`src/rtl/uart_pkg.sv`:
```
// -----------------------------------------------------------------------------
// uart_pkg
// Shared definitions for the UART register responder: the byte-level protocol
// constants and the responder FSM state encoding, plus small state-class
// helpers used by the datapath.
// -----------------------------------------------------------------------------
package uart_pkg;

    // Command bytes that open a packet.
    localparam logic [7:0] CMD_WR = 8'h57;   // 'W': CMD_WR, addr, data
    localparam logic [7:0] CMD_RD = 8'h52;   // 'R': CMD_RD, addr

    // Response bytes.
    localparam logic [7:0] ACK    = 8'h06;
    localparam logic [7:0] NAK    = 8'h15;

    typedef enum logic [2:0] {
        S_IDLE,
        S_GET_ADDR,
        S_GET_DATA,
        S_WR_EXEC,
        S_RD_EXEC,
        S_RD_WAIT,
        S_TX_REQ,
        S_TX_WAIT
    } state_t;

    // States that are waiting for the next byte of a packet (timeout applies).
    function automatic logic is_collect_state(input state_t s);
        return (s == S_GET_ADDR) || (s == S_GET_DATA);
    endfunction

    // States in which a response is in progress; bytes arriving here are dropped.
    function automatic logic is_busy_state(input state_t s);
        return (s == S_WR_EXEC) || (s == S_RD_EXEC) || (s == S_RD_WAIT) ||
               (s == S_TX_REQ)  || (s == S_TX_WAIT);
    endfunction

endpackage

```
`src/rtl/uart_edge_detect.sv`:
```
// -----------------------------------------------------------------------------
// uart_edge_detect
// Registered rising-edge detector. The history register is primed to 1 in
// reset so that a level that is already high when reset releases does not
// produce an edge.
//
// Ports:
//   i_clk    clock
//   i_reset  synchronous active-high reset
//   i_sig    level input to watch
//   o_rise   one-cycle pulse, registered, the cycle after i_sig is first seen high
// -----------------------------------------------------------------------------
module uart_edge_detect (
    input  logic i_clk,
    input  logic i_reset,
    input  logic i_sig,
    output logic o_rise
);

    logic r_prev;
    logic r_rise;

    always_ff @(posedge i_clk) begin
        if (i_reset) begin
            r_prev <= 1'b1;
            r_rise <= 1'b0;
        end else begin
            r_prev <= i_sig;
            r_rise <= i_sig & ~r_prev;
        end
    end

    assign o_rise = r_rise;

endmodule

```
`src/rtl/uart_reg_responder.sv`:
```
// -----------------------------------------------------------------------------
// uart_reg_responder
// Byte-level command responder behind a Uart8 instance. Decodes 2-byte read
// (CMD_RD, addr) and 3-byte write (CMD_WR, addr, data) packets, performs one
// access on a simple register bus and sends a single response byte: ACK for a
// write, the read data for a read, NAK for anything malformed. A packet whose
// next byte does not arrive within TIMEOUT_CYCLES idle cycles is discarded
// silently. Bytes arriving while a response is in progress are counted.
//
// Ports:
//   i_clk, i_reset      board clock, synchronous active-high reset
//   i_rxDone            Uart8 byte-received level (rising edge = new byte)
//   i_rxErr, i_rxByte   Uart8 frame error and received byte
//   i_txBusy            Uart8 transmitter busy
//   o_txStart, o_txByte transmit request (held until busy seen) and its byte
//   o_regAddr           register address (holds between accesses)
//   o_regWrData         register write data (holds between accesses)
//   o_regWe, o_regRe    one-cycle write / read strobes
//   i_regRdData         read data, valid the cycle after o_regRe
//   o_dropCount         saturating count of bytes dropped while busy
// -----------------------------------------------------------------------------
module uart_reg_responder
    import uart_pkg::*;
#(
    parameter int ADDR_WIDTH     = 8,
    parameter int TIMEOUT_CYCLES = 1000000
) (
    input  logic                  i_clk,
    input  logic                  i_reset,
    input  logic                  i_rxDone,
    input  logic                  i_rxErr,
    input  logic [7:0]            i_rxByte,
    input  logic                  i_txBusy,
    output logic                  o_txStart,
    output logic [7:0]            o_txByte,
    output logic [ADDR_WIDTH-1:0] o_regAddr,
    output logic [7:0]            o_regWrData,
    output logic                  o_regWe,
    output logic                  o_regRe,
    input  logic [7:0]            i_regRdData,
    output logic [7:0]            o_dropCount
);

    localparam int            TIMER_W      = $clog2(TIMEOUT_CYCLES + 1);
    localparam logic [TIMER_W-1:0] TIMEOUT_LAST = TIMER_W'(TIMEOUT_CYCLES);

    state_t                  r_state;
    state_t                  w_next_state;
    logic                    w_event;
    logic [7:0]              r_rx_byte;
    logic                    r_rx_err;
    logic                    r_is_write;
    logic [TIMER_W-1:0]      r_timer;
    logic                    w_timeout;
    logic [7:0]              r_tx_byte;
    logic [ADDR_WIDTH-1:0]   r_reg_addr;
    logic [7:0]              r_wr_data;
    logic [7:0]              r_drop_count;
    logic                    w_reg_we;
    logic                    w_reg_re;
    logic                    w_tx_start;

    uart_edge_detect u_rx_done_edge (
        .i_clk   (i_clk),
        .i_reset (i_reset),
        .i_sig   (i_rxDone),
        .o_rise  (w_event)
    );

    // The edge detector adds one register stage, so byte and error are
    // delayed by the same stage to line up with w_event.
    // NOTE: these capture registers carry no reset: they are only consumed
    // while w_event is high, and w_event itself is reset.
    always_ff @(posedge i_clk) begin
        r_rx_byte <= i_rxByte;
        r_rx_err  <= i_rxErr;
    end

    assign w_timeout = (r_timer == TIMEOUT_LAST);

    // Next-state and Moore strobes.
    always_comb begin
        // NOTE: every output of this block gets a default first so that no
        // path through the case statement leaves one unassigned (no latches).
        w_next_state = r_state;
        w_reg_we     = 1'b0;
        w_reg_re     = 1'b0;
        w_tx_start   = 1'b0;

        case (r_state)
            S_IDLE: begin
                if (w_event) begin
                    if (!r_rx_err && (r_rx_byte == CMD_WR || r_rx_byte == CMD_RD))
                        w_next_state = S_GET_ADDR;
                    else
                        w_next_state = S_TX_REQ;
                end
            end
            S_GET_ADDR: begin
                // A byte arriving on the expiry cycle takes priority.
                if (w_event) begin
                    if (r_rx_err)        w_next_state = S_TX_REQ;
                    else if (r_is_write) w_next_state = S_GET_DATA;
                    else                 w_next_state = S_RD_EXEC;
                end else if (w_timeout) begin
                    w_next_state = S_IDLE;
                end
            end
            S_GET_DATA: begin
                if (w_event) begin
                    if (r_rx_err) w_next_state = S_TX_REQ;
                    else          w_next_state = S_WR_EXEC;
                end else if (w_timeout) begin
                    w_next_state = S_IDLE;
                end
            end
            S_WR_EXEC: begin
                w_reg_we     = 1'b1;
                w_next_state = S_TX_REQ;
            end
            S_RD_EXEC: begin
                w_reg_re     = 1'b1;
                w_next_state = S_RD_WAIT;
            end
            S_RD_WAIT: begin
                w_next_state = S_TX_REQ;
            end
            S_TX_REQ: begin
                w_tx_start = 1'b1;
                if (i_txBusy) w_next_state = S_TX_WAIT;
            end
            S_TX_WAIT: begin
                if (!i_txBusy) w_next_state = S_IDLE;
            end
            default: begin
                w_next_state = S_IDLE;
            end
        endcase
    end

    // State register and datapath.
    // NOTE: sequential state uses non-blocking assignments so every register
    // sees the pre-edge values of the others, whatever the statement order.
    always_ff @(posedge i_clk) begin
        if (i_reset) begin
            r_state      <= S_IDLE;
            r_is_write   <= 1'b0;
            r_timer      <= '0;
            r_tx_byte    <= '0;
            r_reg_addr   <= '0;
            r_wr_data    <= '0;
            r_drop_count <= '0;
        end else begin
            r_state <= w_next_state;

            // Timer counts idle cycles between bytes of a packet only.
            if (w_event || !is_collect_state(r_state))
                r_timer <= '0;
            else
                r_timer <= r_timer + 1'b1;

            if (w_event && is_busy_state(r_state) && r_drop_count != 8'hFF)
                r_drop_count <= r_drop_count + 8'd1;

            if (w_event && r_state == S_IDLE)
                r_is_write <= (r_rx_byte == CMD_WR);

            if (w_event && r_state == S_GET_ADDR)
                r_reg_addr <= r_rx_byte[ADDR_WIDTH-1:0];

            if (w_event && r_state == S_GET_DATA)
                r_wr_data <= r_rx_byte;

            // Load the response byte on entry to TX_REQ only, so it stays
            // stable for the whole request/transmit handshake.
            if (w_next_state == S_TX_REQ && r_state != S_TX_REQ) begin
                case (r_state)
                    S_WR_EXEC: r_tx_byte <= ACK;
                    S_RD_WAIT: r_tx_byte <= i_regRdData;
                    default:   r_tx_byte <= NAK;
                endcase
            end
        end
    end

    assign o_txStart   = w_tx_start;
    assign o_txByte    = r_tx_byte;
    assign o_regAddr   = r_reg_addr;
    assign o_regWrData = r_wr_data;
    assign o_regWe     = w_reg_we;
    assign o_regRe     = w_reg_re;
    assign o_dropCount = r_drop_count;

endmodule

```
`config.mk`:
```
export PLATFORM = sky130hd
export DESIGN_NAME = uart_reg_responder
export DESIGN_NICKNAME = d
export VERILOG_FILES = /design/src/rtl/uart_pkg.sv /design/src/rtl/uart_edge_detect.sv /design/src/rtl/uart_reg_responder.sv
export SDC_FILE = /design/constraint.sdc
export NUM_CORES = 1
export LEC_CHECK = 0
export ABC_AREA = 0
export ABC_CLOCK_PERIOD_IN_PS = 2300
export CELL_PAD_IN_SITES_DETAIL_PLACEMENT = 1
export CELL_PAD_IN_SITES_GLOBAL_PLACEMENT = 1
export CORE_UTILIZATION = 40
export CTS_BUF_LIST = sky130_fd_sc_hd__clkbuf_8
export DETAILED_ROUTE_END_ITERATION = 7
export PLACE_DENSITY = 0.85
export SKIP_CTS_REPAIR_TIMING = 1
export SYNTH_ARGS = -nofsm -noshare
export SYNTH_HDL_FRONTEND = slang
export SYNTH_SLANG_ARGS = --single-unit
```
`constraint.sdc`:
```
create_clock -name i_clk -period 2.3 [get_ports i_clk]
set_input_delay 0.46 -clock i_clk [delete_from_list [all_inputs] [get_ports i_clk]]
set_output_delay 0.46 -clock i_clk [all_outputs]
set_load 0.01 [all_outputs]
```
Word level (Yosys, flattened, before mapping)
Index checks and enable logic that the tools add are counted.
{ "classes": {"n_addsub": 2, "eq_ne": 13, "n_mux": 15, "bitwise": 2, "n_reduce_logical": 19} }
{ "op_table": {"columns": ["cell", "count"], "rows": [
  ["two-way mux 3 bit", 10],
  ["one-hot mux 3 bit (7 select lines)", 1],
  ["adder 20 x 1 -> 20 bit, second input constant", 1],
  ["equality test 20 bit, second input constant", 1],
  ["equality test 8 x 7 -> 1 bit, second input constant", 2],
  ["one-hot mux 8 bit (2 select lines)", 1],
  ["equality test 3 bit, second input constant", 5],
  ["adder 8 x 1 -> 8 bit, second input constant", 1],
  ["inequality test 8 bit, second input constant", 1],
  ["logical AND 1 bit", 7],
  ["logical OR 1 bit", 7],
  ["equality test 3 x 2 -> 1 bit, second input constant", 2],
  ["OR reduction 2 bit", 2],
  ["equality test 3 x 1 -> 1 bit, second input constant", 1],
  ["logical NOT 3 bit", 1],
  ["two-way mux 1 bit", 3],
  ["inequality test 3 bit, second input constant", 1],
  ["logical NOT 1 bit", 2],
  ["bitwise AND 1 bit", 1],
  ["NOT 1 bit", 1]
]} }
{ "word_totals": {"reg_bits": 67, "inputBits": 21, "word_cells": 62} }

Longest topological paths before layout
Gate-level depths: netlist (run 1).
{ "logic_depth": {"ltp_word": 8, "mapped_depth": 7, "ltp_nobuf": 6} }

Modules after synthesis
Synthesis (run 1) repeated with hierarchy kept, for this count alone.
{ "hier_totals": {"hier_cells": 314, "hier_area_um2": 2849.0} }
{ "by_module_without_submodules": {"columns": ["module", "instances", "cells_per_inst", "area_per_inst_um2"], "rows": [
  ["uart_reg_responder", 1, 310, 2790.2],
  ["uart_edge_detect", 1, 4, 58.8]
]} }

Worst setup path before layout (run 1)
OpenSTA, ideal clock, no wires.
{ "synth_timing": {"path_type": "register to register", "from": "reg r_timer[13]", "to": "reg r_tx_byte[2] (netlist: o_txByte[2])", "arrival_ps": 1998, "required_time_ps": 2183, "path_slack_ps": 184, "path_stages_with_launch": 6, "n_path_buf": 0, "synth_period_minus_slack_ps": 2116, "cell_sequence": "dfxtp_1 -> or4b_1 -> or4_4 -> o311ai_4 -> a22oi_2 -> a32o_1"} }
{ "synth_via": {"elab_chain_len": 6} }
{ "synth_rtl": {"columns": ["element", "line", "text"], "rows": [
  ["from (decl)", "uart_reg_responder.sv:53", "logic [TIMER_W-1:0] r_timer;"],
  ["from (signal assigned)", "uart_reg_responder.sv:160", "r_timer <= r_timer + 1'b1;"],
  ["equality test 20 bit (*)", "uart_reg_responder.sv:79", "assign w_timeout = (r_timer == TIMEOUT_LAST);"],
  ["two-way mux 3 bit (*)", "uart_reg_responder.sv:105, uart_reg_responder.sv:113", null],
  ["two-way mux 3 bit (on tied branches)", "uart_reg_responder.sv:110, uart_reg_responder.sv:101", null],
  ["one-hot mux 3 bit (7 select lines) (*)", "uart_reg_responder.sv:90", "case (r_state)"],
  ["equality test 3 bit (*)", "uart_reg_responder.sv:176", "if (w_next_state == S_TX_REQ && r_state != S_TX_REQ) begin"],
  ["logical AND 1 bit (*)", "uart_reg_responder.sv:176", null],
  ["to (signal assigned)", "uart_reg_responder.sv:179", "S_RD_WAIT: r_tx_byte <= i_regRdData;"],
  ["to (decl)", "uart_reg_responder.sv:55", "logic [7:0] r_tx_byte;"]
]} }
Mark *: on every way between the ends. The rest lies on a longest branch, timed or not.
A chain may end at the register's enable or synchronous reset.

Worst setup path in the final report (run 1)
{ "layout_timing": {"from": "reg r_state[2]", "to": "out o_regRe"} }
{ "layout_via": {"elab_chain_len": 2} }
{ "layout_rtl": {"columns": ["element", "line", "text"], "rows": [
  ["from (decl)", "uart_reg_responder.sv:47", "state_t r_state;"],
  ["from (signal assigned)", "uart_reg_responder.sv:154", "r_state <= w_next_state;"],
  ["equality test 3 bit", "uart_reg_responder.sv:90", null],
  ["two-way mux 1 bit", "uart_reg_responder.sv:90", null],
  ["to (decl)", "uart_reg_responder.sv:39", "output logic o_regRe,"]
]} }
Every way passes these cells.

==> flow_summary_export.csv, run 1 <==
group,metric,value,unit
drt,drtPass1Iterations,4,
sta,fin_crit_sh,97.1,%
clock_tree,cts_buffers,9,
sta,clock.fmax,0.448,GHz
clock_tree,cts_sinks,67,
pwr,leakagePower,1.23,nW
hold_path,worst_hold_path_type,"flop to flop",
cells_and_area,num-fill-cells,827,
drt,drt_iter0_drc,89,
clock_tree,cts_tree,"built",
cells_and_area,area_delta_synth_final,29.1,%
logic_synthesis,synth.distinct_cells,50,
grt,grt_pass1_wl,12.5,mm
grt,antenna_found_initial,0,
cells_and_area,post_route_cells_drive_above_1_share,12.6,%
cells_and_area,design_area,3770,um2
critical_path,worstSetupPathType,"flop to output port",
logic_synthesis,netlist_area,2920,um2
placed_design,hpwl,5.50,mm
logic_synthesis,synth_nets,344,
drt,ant_nets,0,
grt,grt_max_degree,33,
sta,slew_viol_final,0,
logic_synthesis,ys.flop_type,"dfxtp_1",
status,status,"finished, final reports clean",
sta,setup_viol,0,
sta,hold_viol,0,
critical_path,crit_required,1.84,ns
placed_design,place_inst,461,
grt,grt_overflow,0,
clock_tree,path_clk_slew,0.07,ns
sta,hold_ws,0.401,ns
floorplanning,initial_core_util,42.2,%
floorplanning,coreArea,6910,um2
critical_path,start_kind,"flop",
clock_tree,clock_latency,0.34,ns
sta,relSlewSlack,63.4,%
logic_synthesis,seq_area_frac_synth,46.0,%
sta,rsz0062_at_grt,"yes",
logic_synthesis,synth_edf_count,0,
clock_tree,root_buffer,"clkbuf_8",
sta,layout_setup_ws,0.0657,ns
placed_design,portBuffers,55,
drt,num_vias,2526,
grt,grt_pass1_vias,2621,
logic_synthesis,synth_seq_cells,67,
placed_design,dpl_cell_area,3550,um2
drt,drcViolationCount,0,
flow_run,cap_violations,0,
critical_path,cp-end-kind,"output port",
clock_tree,cts_max_level,3,
drt,avgViaCountPerCell,5.28,
sta,worstMarginPinSlew,0.542,ns
cells_and_area,fin_cells,478,
critical_path,worstPathMaxFanout,6,
placed_design,pre_cts_ws,-0.00844,ns
pwr,ir_drop,0.301,mV
drt,wl,7.82,mm
pwr,power.total,2.79,mW
critical_path,crit_arrival,1.77,ns
logic_synthesis,syn_inst,320,
placed_design,gp_congestion,0.717,
logic_synthesis,synth_warnings,0,
clock_tree,clockBufferDepth,2,
floorplanning,die_h,87.4,um
floorplanning,ioPinCount,56,
grt,grt.total_usage,21.4,%
cells_and_area,antenna-diode-count,0,
cells_and_area,nets,401,
floorplanning,dieArea,7640,um2
drt,wl_per_cell,16.4,um
logic_synthesis,syn_avg_cell_area,9.12,um2
logic_synthesis,synthArstFlopShare,0,%
floorplanning,std_cell_rows,30,
sta,finClkSkew,0.00770,ns
pwr,power_per_cell_area,741,nW/um2
sta,min_period,2.23,ns
floorplanning,die_w,87.4,um
==> worst max-delay path: stages (launching register included) <==
cell and delay, ns:
dfxtp_1 0.41, inv_1 0.17, nor3_1 0.26, clkdlybuf4s50_1 0.59
==> cells in the final DEF (no fill, tap or decap), types with 8 or more instances in the layout <==
master and n:
a21oi_1 28, clkbuf_8 9, clkdlybuf4s50_1 55, dfxtp_1 62, inv_1 13, mux2i_1 9
nand2_1 26, nand3_1 9, nor2_1 43, nor3_1 11, o21ai_0 8, or3_1 8
xnor2_1 11, xor2_1 9
==> cell usage after synthesis (all sizes together) (2+ instances only) <==
master	instances	area, um2
nand2b	4	25.0
nor2	43	161
clkbuf	10	47.5
xor2	9	78.8
xnor2	11	96.3
a211oi	2	15.0
buf	6	52.5
or4	2	22.5
and4	2	17.5
nor3	13	75.1
nor4b	2	17.5
o21ai	9	45.0
nand2	26	97.6
a21oi	28	140
or3	8	50.1
a311oi	6	65.1
ha	3	37.5
and3	5	31.3
and2	3	18.8
nand4	7	58.8
and2b	2	18.8
nor3b	2	15.0
nand3	9	45.0
inv	12	45.0
nor4	3	18.8
nor2b	2	20.0
a31o	3	26.3
dfxtp	67	1340
mux2i	9	90.1
or2	2	12.5
==> power breakdown <==
group / internal, mW / switching, mW
Clock: 0.498 / 0.451
Sequential: 1.21 / 0.0851
Combinational: 0.243 / 0.301
==> kinds of logic after synthesis <==
logic type	after synthesis	synth area share [%]
simple gates	140	26.1
compound gates	53	12.6
mux	9	3.09
buf+inv	28	4.97
xor+xnor	20	6.00
flops	67	46.0
fa+ha+maj	3	1.29
==> routing by layer <==
metal / GRT usage, % / part of all wire (%) / up-vias
met1: 25.5 / 44 / 1232
met4: 7.60 / 1.5 / 0
li1: - / - / 1229
met5: 0 / 0 / -
met3: 4.83 / 3.5 / 13
met2: 37.8 / 51 / 52
==> sequential cells by signal (all words and copies together) (netlist names) <==
signal	flops
u_rx_done_edge.o_rise	1
r_timer	20
o_regWrData	8
o_txByte	8
o_regAddr	8
r_is_write	1
r_rx_err	1
r_rx_byte	8
o_dropCount	8
u_rx_done_edge.r_prev	1
r_state	3
==> metrics by stage <==
| stage | setup TNS (ns) | util [%] |
|---|---|---|
| after floorplan | 0 | - |
| after global placement | 0 | 51.3 |
| after detailed placement | -0.00844 | 51.3 |
| after CTS | -0.126 | 54.1 |
| after global routing | -0.0330 | 54.5 |
| final | 0 | 54.5 |
==> layout make-up <==
class                      count  area (um2)  area share [%]
clock buffer                   9         124            3.29
clock inverter                 7        68.8            1.83
inverter                      12        45.0            1.20
multi-input combinational    225        1440            38.3
sequential                    67        1350            35.9
tap                           96         120            3.19
timing repair buffer          62         616            16.3
==> final timing paths <==
kind	startpoint	to	slack, ns	cells past startpoint
worst max-delay path	r_state[2]	o_regRe	0.07	3
worst min-delay path	u_rx_done_edge.r_prev	u_rx_done_edge.o_rise	0.40	1
worst max register to register	r_timer[11]	o_txByte[6]	0.08	5
worst min register to register	u_rx_done_edge.r_prev	u_rx_done_edge.o_rise	0.40	1
(Power assumes the default switching activity.)
==> inputs of run 2 (changes only) <==
Settings changed: TNS_END_PERCENT set to 10.
==> flow_summary_export.csv, run 2 (same netlist as run 1, synthesis figures left out) <==
group,metric,value,unit
cells_and_area,multi_input_area,1440,um2
grt,grt.total_usage,21.4,%
drt,wl_per_cell,16.2,um
clock_tree,root_buffer,"clkbuf_8",
sta,tns,0,ns
clock_tree,cts_buffers,9,
drt,avgViaCountPerCell,5.28,
sta,hold_viol,0,
critical_path,crit_buf_inv,2,
critical_path,critical_path.cell_chain,"inv_1, nor3_1, clkdlybuf4s50_1",
placed_design,portBuffers,55,
cells_and_area,utilization,54.4,%
flow_run,cap_violations,0,
placed_design,hpwl,5.50,mm
grt,grt_max_degree,33,
critical_path,cp-end-kind,"output port",
critical_path,start_kind,"flop",
grt,grt_overflow,0,
floorplanning,initial_core_util,42.2,%
clock_tree,cts_tree,"built",
critical_path,rr_startpoint,"r_timer[13]",
sta,fin_crit_sh,96.9,%
cells_and_area,layout.area.seq,1350,um2
clock_tree,path_clk_slew,0.07,ns
clock_tree,clockBufferDepth,2,
critical_path,worstSetupPathType,"flop to output port",
sta,rsz0062_at_grt,"yes",
drt,num_vias,2520,
cells_and_area,area_delta_synth_final,28.7,%
critical_path,startpoint,"r_state[2]",
cells_and_area,num-fill-cells,826,
floorplanning,std_cell_rows,30,
critical_path,crit_slowest_cell,"clkdlybuf4s50_1",
drt,ant_nets,0,
hold_path,whs_path_depth,1,
sta,min_period,2.23,ns
critical_path,slowest_delay,0.59,ns
critical_path,r2r-end,"o_txByte[6]",
cells_and_area,final_common_cell,"dfxtp_1",
sta,relSlewSlack,63.4,%
floorplanning,die_h,87.4,um
grt,grt_pass1_wl,12.5,mm
status,status,"finished, final reports clean",
placed_design,dpl_cell_area,3550,um2
hold_path,hp-start,"u_rx_done_edge.r_prev",
cells_and_area,largest_reg_flops,20,
cells_and_area,antenna-diode-count,0,
floorplanning,dieArea,7640,um2
cells_and_area,nets,400,
cells_and_area,final_cell_mix,"dfxtp_1, clkdlybuf4s50_1, nor2_1",
sta,hold_ws,0.401,ns
sta,clock.fmax,0.449,GHz
floorplanning,coreArea,6910,um2
critical_path,r2r_cells,5,
clock_tree,cts_max_level,3,
grt,grt_pass1_vias,2621,
sta,slew_viol_final,0,
critical_path,ff2ff_setup_slack,0.07,ns
critical_path,crit_arrival,1.77,ns
pwr,power.total,2.79,mW
drt,wl,7.72,mm
critical_path,worstPathMaxFanout,6,
pwr,power_per_cell_area,744,nW/um2
hold_path,whs_endpoint,"u_rx_done_edge.o_rise",
drt,drt_iter0_drc,85,
cells_and_area,post_route_cells_drive_above_1_share,11.8,%
pwr,leakagePower,1.22,nW
grt,antenna_found_initial,0,
cells_and_area,design_area,3750,um2
cells_and_area,regMostFlops,"r_timer",
sta,setup_viol,0,
placed_design,gp_congestion,0.717,
drt,drcViolationCount,0,
critical_path,crit_family,"buffers and inverters",
floorplanning,ioPinCount,56,
sta,worstMarginPinSlew,0.541,ns
sta,finClkSkew,0.00860,ns
critical_path,crit_required,1.84,ns
drt,drtPass1Iterations,4,
clock_tree,cts_sinks,67,
clock_tree,clock_latency,0.34,ns
floorplanning,die_w,87.4,um
hold_path,worst_hold_path_type,"flop to flop",
pwr,ir_drop,0.289,mV
-- run 2: cell types whose count changed in the layout (fill, tap and decap cells not counted) --
cell,before,now
dfxtp_2,3,2
buf_4,6,5
dfxtp_4,2,1
dfxtp_1,62,64
-- run 2: layer usage --
metal | track usage, % | vias up | wire length [um]
li1 | - | 1228 | -
met1 | 25.5 | 1229 | 3450
met2 | 37.8 | 50 | 3890
met3 | 4.83 | 13 | 261
met4 | 7.60 | 0 | 120
met5 | 0 | - | 0
-- run 2: cell type report --
class	instances	area share [%]
multi-input combinational	225	38.4
sequential	67	35.9
clock buffer	9	3.30
timing repair buffer	61	16.2
tap	96	3.20
inverter	12	1.20
clock inverter	7	1.83
-- run 2: power by group --
group	internal (mW)	total [mW]	switching, mW
logic	0.243	0.544	0.301
registers	1.22	1.30	0.0848
clock network	0.498	0.949	0.451
total	1.96	2.79	0.837
-- run 2: how the worst max path moves through the flow --
stage	end	slack (ns)	depth (start not counted)
3_3_place_gp	o_txByte[2]	0.12	5
3_5_place_dp	o_txByte[7]	-0.008	6
4_1_cts	o_txStart	-0.11	3
6_report	o_regRe	0.07	3
2_1_floorplan	o_txByte[2]	0.18	5
5_1_grt	o_txByte[3]	-0.06	5
-- run 2: per-stage QoR --
stage / std cells / worst slack, ns
4_1_cts: 477 / -0.113
6_report: 477 / 0.0709
5_1_grt: 477 / -0.0574
2_1_floorplan: 320 / 0.184
3_5_place_dp: 461 / -0.00844
3_3_place_gp: 461 / 0.121
-- run 2: worst register-to-register path, cell delays in order (launching register included) --
cell      delay [ns]
dfxtp_2         0.34
or4b_4          0.52
or4_4           0.45
o311ai_4        0.30
a22oi_2         0.22
a311oi_2        0.31
